File: config.mk
export PLATFORM = sky130hd
export DESIGN_NAME = ro_stress_seq_flat
export DESIGN_NICKNAME = d
export VERILOG_FILES = /design/src/rtl/ro_pkg.sv /design/src/rtl/ro_stress_seq_if.sv /design/src/rtl/ro_edge_counter.sv /design/src/rtl/ro_stress_seq.sv /design/src/flat_wrapper.sv
export SDC_FILE = /design/constraint.sdc
export NUM_CORES = 1
export LEC_CHECK = 0
export BUFFER_PORTS_ARGS = -buffer_cell sky130_fd_sc_hd__buf_2
export CAP_MARGIN = 40
export CORE_UTILIZATION = 44
export DETAILED_ROUTE_END_ITERATION = 8
export GPL_TIMING_DRIVEN = 1
export PLACE_DENSITY_LB_ADDON = 0.3
export SKIP_CTS_REPAIR_TIMING = 1
export SLEW_MARGIN = 20
export SYNTH_ARGS = -nofsm -noshare
export SYNTH_HDL_FRONTEND = slang
export SYNTH_SLANG_ARGS = --single-unit
File: constraint.sdc
create_clock -name CLK -period 3.5 [get_ports CLK]
set_input_delay 0 -clock CLK [delete_from_list [all_inputs] [get_ports CLK]]
set_output_delay 0 -clock CLK [all_outputs]
set_load 0.03 [all_outputs]
File: src/rtl/ro_pkg.sv
// Shared constants for the ring-oscillator stress sequencer: FSM state codes,
// settle length and LUT-select mode encodings.
package ro_pkg;

  localparam logic [1:0] IDLE   = 2'd0;
  localparam logic [1:0] SETTLE = 2'd1;
  localparam logic [1:0] MEAS   = 2'd2;
  localparam logic [1:0] STRESS = 2'd3;

  localparam int SETTLE_CYC = 4;

  localparam logic MODE_OSC  = 1'b0;
  localparam logic MODE_HOLD = 1'b1;

endpackage

File: src/rtl/ro_stress_seq_if.sv
// Control/status bundle between the stress sequencer and whatever drives it;
// ROIn rides along as the measured ring input.
interface ro_stress_seq_if #(
  parameter int STRESS_W = 24,
  parameter int GATE_W   = 16,
  parameter int CNT_W    = 20
);
  logic                Start;
  logic                Abort;
  logic                StressLevel;
  logic [STRESS_W-1:0] StressCycles;
  logic [GATE_W-1:0]   GateCycles;
  logic [7:0]          Repeat;
  logic                ROIn;
  logic                Mode;
  logic                Stress;
  logic                Busy;
  logic [CNT_W-1:0]    Count;
  logic                CountValid;
  logic                Overflow;
  logic                Done;

  modport master (
    output Start, Abort, StressLevel, StressCycles, GateCycles, Repeat, ROIn,
    input  Mode, Stress, Busy, Count, CountValid, Overflow, Done
  );

  modport slave (
    input  Start, Abort, StressLevel, StressCycles, GateCycles, Repeat, ROIn,
    output Mode, Stress, Busy, Count, CountValid, Overflow, Done
  );
endinterface

File: src/rtl/ro_edge_counter.sv
// Synchronises the divided ring output, detects rising edges and counts them
// while enabled; count saturates at all-ones and ovf stays set until clr.
module ro_edge_counter #(
  parameter int CNT_W = 20
) (
  input  logic             clk,
  input  logic             rst,
  input  logic             din,
  input  logic             clr,
  input  logic             en,
  output logic [CNT_W-1:0] cnt,
  output logic             ovf
);

  localparam logic [CNT_W-1:0] NEAR_SAT = ~CNT_W'(1);

  logic sync1, sync2, sync3;
  logic rise;

  assign rise = sync2 & ~sync3;

  always_ff @(posedge clk) begin
    if (rst) begin
      sync1 <= 1'b0;
      sync2 <= 1'b0;
      sync3 <= 1'b0;
    end else begin
      sync1 <= din;
      sync2 <= sync1;
      sync3 <= sync2;
    end
  end

  always_ff @(posedge clk) begin
    if (rst || clr) begin
      cnt <= '0;
      ovf <= 1'b0;
    end else if (en && rise && !(&cnt)) begin
      cnt <= cnt + CNT_W'(1);
      // Flag on the increment that lands on all-ones, not on a later edge.
      if (cnt == NEAR_SAT) ovf <= 1'b1;
    end
  end

endmodule

File: src/rtl/ro_stress_seq.sv
// Alternates static stress phases with gated ring-frequency measurements;
// one baseline measurement plus Repeat stress+measure iterations per Start.
module ro_stress_seq
  import ro_pkg::*;
#(
  parameter int STRESS_W = 24,
  parameter int GATE_W   = 16,
  parameter int CNT_W    = 20
) (
  input logic            CLK,
  input logic            RST,
  ro_stress_seq_if.slave bus
);

  localparam int PW = (STRESS_W > GATE_W) ? STRESS_W : GATE_W;

  logic [1:0]          state;
  logic [PW-1:0]       pcnt;
  logic                pdone;
  logic [7:0]          iter;
  logic [7:0]          rep_q;
  logic [STRESS_W-1:0] slen_q;
  logic [GATE_W-1:0]   glen_q;
  logic                lvl_q;
  logic                cv_q;
  logic                done_q;
  logic [CNT_W-1:0]    cnt;
  logic [CNT_W-1:0]    count_q;
  logic                ovf;
  logic                clr;
  logic                en;

  assign pdone = (pcnt == '0);
  // An abort on the last settle cycle must leave the previous result intact.
  assign clr   = (state == SETTLE) && pdone && !bus.Abort;
  assign en    = (state == MEAS);

  ro_edge_counter #(.CNT_W(CNT_W)) u_edge_counter (
    .clk (CLK),
    .rst (RST),
    .din (bus.ROIn),
    .clr (clr),
    .en  (en),
    .cnt (cnt),
    .ovf (ovf)
  );

  always_ff @(posedge CLK) begin
    if (RST) begin
      state   <= IDLE;
      pcnt    <= '0;
      iter    <= '0;
      rep_q   <= '0;
      slen_q  <= '0;
      glen_q  <= '0;
      lvl_q   <= 1'b0;
      cv_q    <= 1'b0;
      done_q  <= 1'b0;
      count_q <= '0;
    end else begin
      cv_q   <= 1'b0;
      done_q <= 1'b0;
      if (cv_q) count_q <= cnt;
      if (bus.Abort) begin
        state <= IDLE;
      end else begin
        case (state)
          IDLE: begin
            if (bus.Start) begin
              state  <= SETTLE;
              pcnt   <= PW'(SETTLE_CYC - 1);
              iter   <= '0;
              rep_q  <= bus.Repeat;
              lvl_q  <= bus.StressLevel;
              slen_q <= (bus.StressCycles == '0) ? STRESS_W'(1) : bus.StressCycles;
              glen_q <= (bus.GateCycles == '0) ? GATE_W'(1) : bus.GateCycles;
            end
          end
          SETTLE: begin
            if (pdone) begin
              state <= MEAS;
              pcnt  <= PW'(glen_q) - PW'(1);
            end else begin
              pcnt <= pcnt - PW'(1);
            end
          end
          MEAS: begin
            if (pdone) begin
              cv_q <= 1'b1;
              if (iter < rep_q) begin
                state <= STRESS;
                pcnt  <= PW'(slen_q) - PW'(1);
              end else begin
                state  <= IDLE;
                done_q <= 1'b1;
              end
            end else begin
              pcnt <= pcnt - PW'(1);
            end
          end
          STRESS: begin
            if (pdone) begin
              state <= SETTLE;
              pcnt  <= PW'(SETTLE_CYC - 1);
              iter  <= iter + 8'd1;
            end else begin
              pcnt <= pcnt - PW'(1);
            end
          end
          default: state <= IDLE;
        endcase
      end
    end
  end

  // Counter is frozen in the result cycle, so it can be shown before it is captured.
  assign bus.Count      = cv_q ? cnt : count_q;
  assign bus.CountValid = cv_q;
  assign bus.Overflow   = ovf;
  assign bus.Done       = done_q;
  assign bus.Busy       = (state != IDLE);
  assign bus.Mode       = (state == SETTLE || state == MEAS) ? MODE_OSC : MODE_HOLD;
  assign bus.Stress     = (state == STRESS) & lvl_q;

endmodule
File: src/flat_wrapper.sv
// flat-port wrapper written by rule: the top's interface ports become plain ports
module ro_stress_seq_flat import ro_pkg::*;
#(
  parameter int STRESS_W = 24,
  parameter int GATE_W   = 16,
  parameter int CNT_W    = 20
)
  (CLK, RST, bus_Start, bus_Abort, bus_StressLevel, bus_StressCycles, bus_GateCycles, bus_Repeat, bus_ROIn, bus_Mode, bus_Stress, bus_Busy, bus_Count, bus_CountValid, bus_Overflow, bus_Done);
  ro_stress_seq_if #(.STRESS_W(STRESS_W), .GATE_W(GATE_W), .CNT_W(CNT_W)) bus_i ();
  input logic CLK;
  input logic RST;
  input wire logic [$bits(bus_i.Start)-1:0] bus_Start;
  input wire logic [$bits(bus_i.Abort)-1:0] bus_Abort;
  input wire logic [$bits(bus_i.StressLevel)-1:0] bus_StressLevel;
  input wire logic [$bits(bus_i.StressCycles)-1:0] bus_StressCycles;
  input wire logic [$bits(bus_i.GateCycles)-1:0] bus_GateCycles;
  input wire logic [$bits(bus_i.Repeat)-1:0] bus_Repeat;
  input wire logic [$bits(bus_i.ROIn)-1:0] bus_ROIn;
  output wire logic [$bits(bus_i.Mode)-1:0] bus_Mode;
  output wire logic [$bits(bus_i.Stress)-1:0] bus_Stress;
  output wire logic [$bits(bus_i.Busy)-1:0] bus_Busy;
  output wire logic [$bits(bus_i.Count)-1:0] bus_Count;
  output wire logic [$bits(bus_i.CountValid)-1:0] bus_CountValid;
  output wire logic [$bits(bus_i.Overflow)-1:0] bus_Overflow;
  output wire logic [$bits(bus_i.Done)-1:0] bus_Done;
  assign bus_i.Start = bus_Start;
  assign bus_i.Abort = bus_Abort;
  assign bus_i.StressLevel = bus_StressLevel;
  assign bus_i.StressCycles = bus_StressCycles;
  assign bus_i.GateCycles = bus_GateCycles;
  assign bus_i.Repeat = bus_Repeat;
  assign bus_i.ROIn = bus_ROIn;
  assign bus_Mode = bus_i.Mode;
  assign bus_Stress = bus_i.Stress;
  assign bus_Busy = bus_i.Busy;
  assign bus_Count = bus_i.Count;
  assign bus_CountValid = bus_i.CountValid;
  assign bus_Overflow = bus_i.Overflow;
  assign bus_Done = bus_i.Done;
  ro_stress_seq #(.STRESS_W(STRESS_W), .GATE_W(GATE_W), .CNT_W(CNT_W)) u_core (.CLK(CLK), .RST(RST), .bus(bus_i));
endmodule
==> flow_summary_export.csv <==
group,metric,value,unit
power,p_int,3.04,mW
synth,synth_nets,922,
timing,setup_viol,0,
cells_and_area,diodes,0,
power,p_leak,3.49,nW
critical_path,start_kind,"flip-flop",
global_route,overflow,0,
timing,slew_viol_final,0,
global_route,antenna_found_initial,0,
cells_and_area,postLayoutCellArea,8700,sq um
timing,slew_headroom,51.5,%
timing,timing.hold.ws,-26.8,ps
synth,synth-compound-area-share,17.8,%
placed_design,dp.cells,1108,
critical_path,cp-end-kind,"flip-flop",
cells_and_area,syn_to_final_growth,25.7,%
critical_path,cp.required,3810,ps
worst_hold_path,hp-class,"input port to flip-flop",
global_route,grt_pass1_wl,29.4,mm
cts,cts_buffers,17,
cells_and_area,final_nets,1039,
power,p_comb_share,14.6,%
placed_design,place.gp.congestion,0.886,
cts,clk_pin_slew_worst_paths,60,ps
synth,synth_warnings,0,
floorplan,start_util,45.4,%
timing,fin_crit_sh,77.9,%
synth,muxShareOfSynthArea,3.40,%
synth,mappedNetlistArea,6920,sq um
synth,synth-simple-area-share,26.7,%
outcome,status,"finished, violations left",
placed_design,port_buffers,79,
timing,hold_viol,1,
synth,synth_edf_count,0,
drt,wirelength,18.5,mm
critical_path,r2r_setup_slack,770,ps
cts,htreeDepth,4,
timing,skew,8.44,ps
drt,vias_per_cell,5.58,
placed_design,dp_hpwl,12.7,mm
floorplan,core,15300,sq um
synth,ys_seq_elements,129,
synth,synth-adder-area-share,3.25,%
timing,worst_slew_pin_slew,723,ps
power,switchingPower,1.14,mW
cells_and_area,finalNonFillerCells,1191,
timing,post-route-min-period,2730,ps
critical_path,worstSetupPathType,"flip-flop to flip-flop",
cells_and_area,final_core_util,57.0,%
timing,finalWorstSetupSlack,774,ps
timing,fin_tns_setup,0,ps
power,irDropWorstVdd,0.431,mV
synth,synth_top_family_by_area,"simple AND/OR/NAND/NOR gates",
power,clkPwrFrac,48.6,%
drt,drtAntennaViolNets,0,
cts,ctsRootBufferMaster,"clkbuf_16",
floorplan,io_pins,80,
global_route,first_global_vias,5908,
global_route,grt_busiest_layer,"met2",
cts,cts_tree,"built",
global_route,grt.total_usage,22.7,%
power,swShare,27.4,%
cells_and_area,drive_gt1_share,16.3,%
global_route,grt_max_degree,50,
power,seqPwrFrac,36.8,%
floorplan,num_rows,45,
synth,synth_cell_types,70,
global_route,met3_usage,5.03,%
timing,fmax,367,MHz
floorplan,die_h,127,um
floorplan,die_x,127,um
synth,yosys.area_share.xor_xnor,7.34,%
cts,clk_latency,420,ps
drt,drtIter0Drc,447,
cts,cts_sinks,129,
drt,vias,6643,
drt,first_pass_iters,7,
synth,avgSynthCellArea,8.14,sq um
placed_design,dp_slack,864,ps
global_route,gr-usage-met2,36.1,%
global_route,met1_usage,30.1,%
drt,routedWlPerCell,15.5,um
placed_design,dpl_cell_area,7520,sq um
timing,rsz0062_at_grt,"no",
critical_path,crit_arrival,3040,ps
synth,synth_ff_type,"dfxtp_1",
run,drv_cap,0,
cts,cts_max_path_buffers,2,
synth,seq_area_frac_synth,37.3,%
floorplan,die-area,16200,sq um
critical_path,cp_max_fo,8,
synth,async_flop_share,0,%
synth,synthCells,850,
outcome,violations,"hold timing",
power,p_per_area,481,nW/um^2
drt,remaining_drc_errors,0,
-- power groups by stage --
stage          Combinational (mW)  Sequential [mW]  Clock (mW)
2_1_floorplan               0.409             1.56           0
3_3_place_gp                0.553             1.57           0
3_5_place_dp                0.554             1.57           0
4_1_cts                     0.557             1.54        2.06
5_1_grt                     0.671             1.55        2.13
6_report                    0.609             1.54        2.03
-- cells in the final DEF (no fill, tap or decap), types with 15 or more instances in the layout --
cell type	synthesis	final
nand3_1	26	25
clkbuf_16	0	17
xor2_1	24	24
dlygate4sd3_1	0	50
xnor2_1	34	34
o21ai_0	24	24
dfxtp_1	129	129
nand2_1	119	119
mux2_2	20	20
a21oi_1	70	70
nor2_1	60	60
buf_2	2	79
ha_1	18	18
nor3_1	36	35
or3_1	15	15
nor4_1	32	32
inv_1	29	29
and2_1	23	23
-- metrics by stage --
stage          hold WS [ps]  power, mW
6_report              -26.8       4.18
5_1_grt               0.763       4.35
4_1_cts                -211       4.15
3_5_place_dp            224       2.13
3_3_place_gp            226       2.12
2_1_floorplan          68.9       1.97
-- synthesized netlist by cell type, types with 6 or more instances --
library cell / count / area, sq um
o31a_1: 6 / 52.6
nand2b_1: 6 / 37.5
a211oi_1: 6 / 45.0
xor2_1: 24 / 210
a221oi_1: 8 / 70.1
and4_1: 6 / 52.6
or4_1: 8 / 60.1
ha_1: 18 / 225
dfxtp_1: 129 / 2580
inv_1: 29 / 109
nor3_1: 36 / 180
a21oi_1: 70 / 350
o22ai_1: 6 / 37.5
o31ai_1: 9 / 67.6
o21ai_0: 24 / 120
and2_1: 23 / 144
or3_1: 15 / 93.8
nand2_1: 119 / 447
nor2b_1: 6 / 37.5
xnor2_1: 34 / 298
nor4_1: 32 / 200
nor2_1: 60 / 225
mux2_2: 20 / 225
nand3_1: 26 / 130
clkbuf_1: 37 / 139
a21o_1: 8 / 60.1
-- logic make-up after synthesis --
| group | after synthesis |
|---|---|
| AND/OR/NAND/NOR | 366 |
| AO/OA/AOI/OAI | 186 |
| flip-flops | 129 |
| buffers and inverters | 72 |
| XOR/XNOR | 58 |
| multiplexers | 21 |
| adder cells (fa/ha/maj) | 18 |
-- worst max-delay path: stages, from the launching register on --
cell	delay (ps)
dfxtp_1	350
nor4_1	600
nor4b_2	300
buf_4	190
nand3_1	260
o21ai_1	610
a21oi_1	90
a22o_1	220
-- area by class of cell --
type / count / area [sq um]
clock buffer: 17 / 425
clock inverter: 15 / 248
fill: 1370 / 6560
inverter: 30 / 113
multi-input combinational: 649 / 4070
sequential: 129 / 2580
tap: 211 / 264
timing repair buffer: 140 / 1000
-- path summary, 6_finish.rpt --
path / from / endpoint / cells past startpoint
min: bus_StressCycles[0] / u_core.slen_q[0] / 3
min reg2reg: u_core.u_edge_counter.sync1 / u_core.u_edge_counter.sync2 / 1
max reg2reg: u_core.pcnt[10] / u_core.pcnt[23] / 7
max: u_core.pcnt[10] / u_core.pcnt[23] / 7
-- metal layers --
metal,vias up,share of wire (%)
met5,-,0
met4,0,2.1
met3,31,5.7
met2,227,47
met1,3092,45
li1,3293,-
-- flip-flops by register name, indices dropped and copies added (netlist names), 2 cells and up --
name                       count
u_core.count_q                20
u_core.glen_q                 16
u_core.iter                    8
u_core.pcnt                   24
u_core.rep_q                   8
u_core.slen_q                 24
u_core.state                   2
u_core.u_edge_counter.cnt     20
Power figures use the tool's default switching activity.
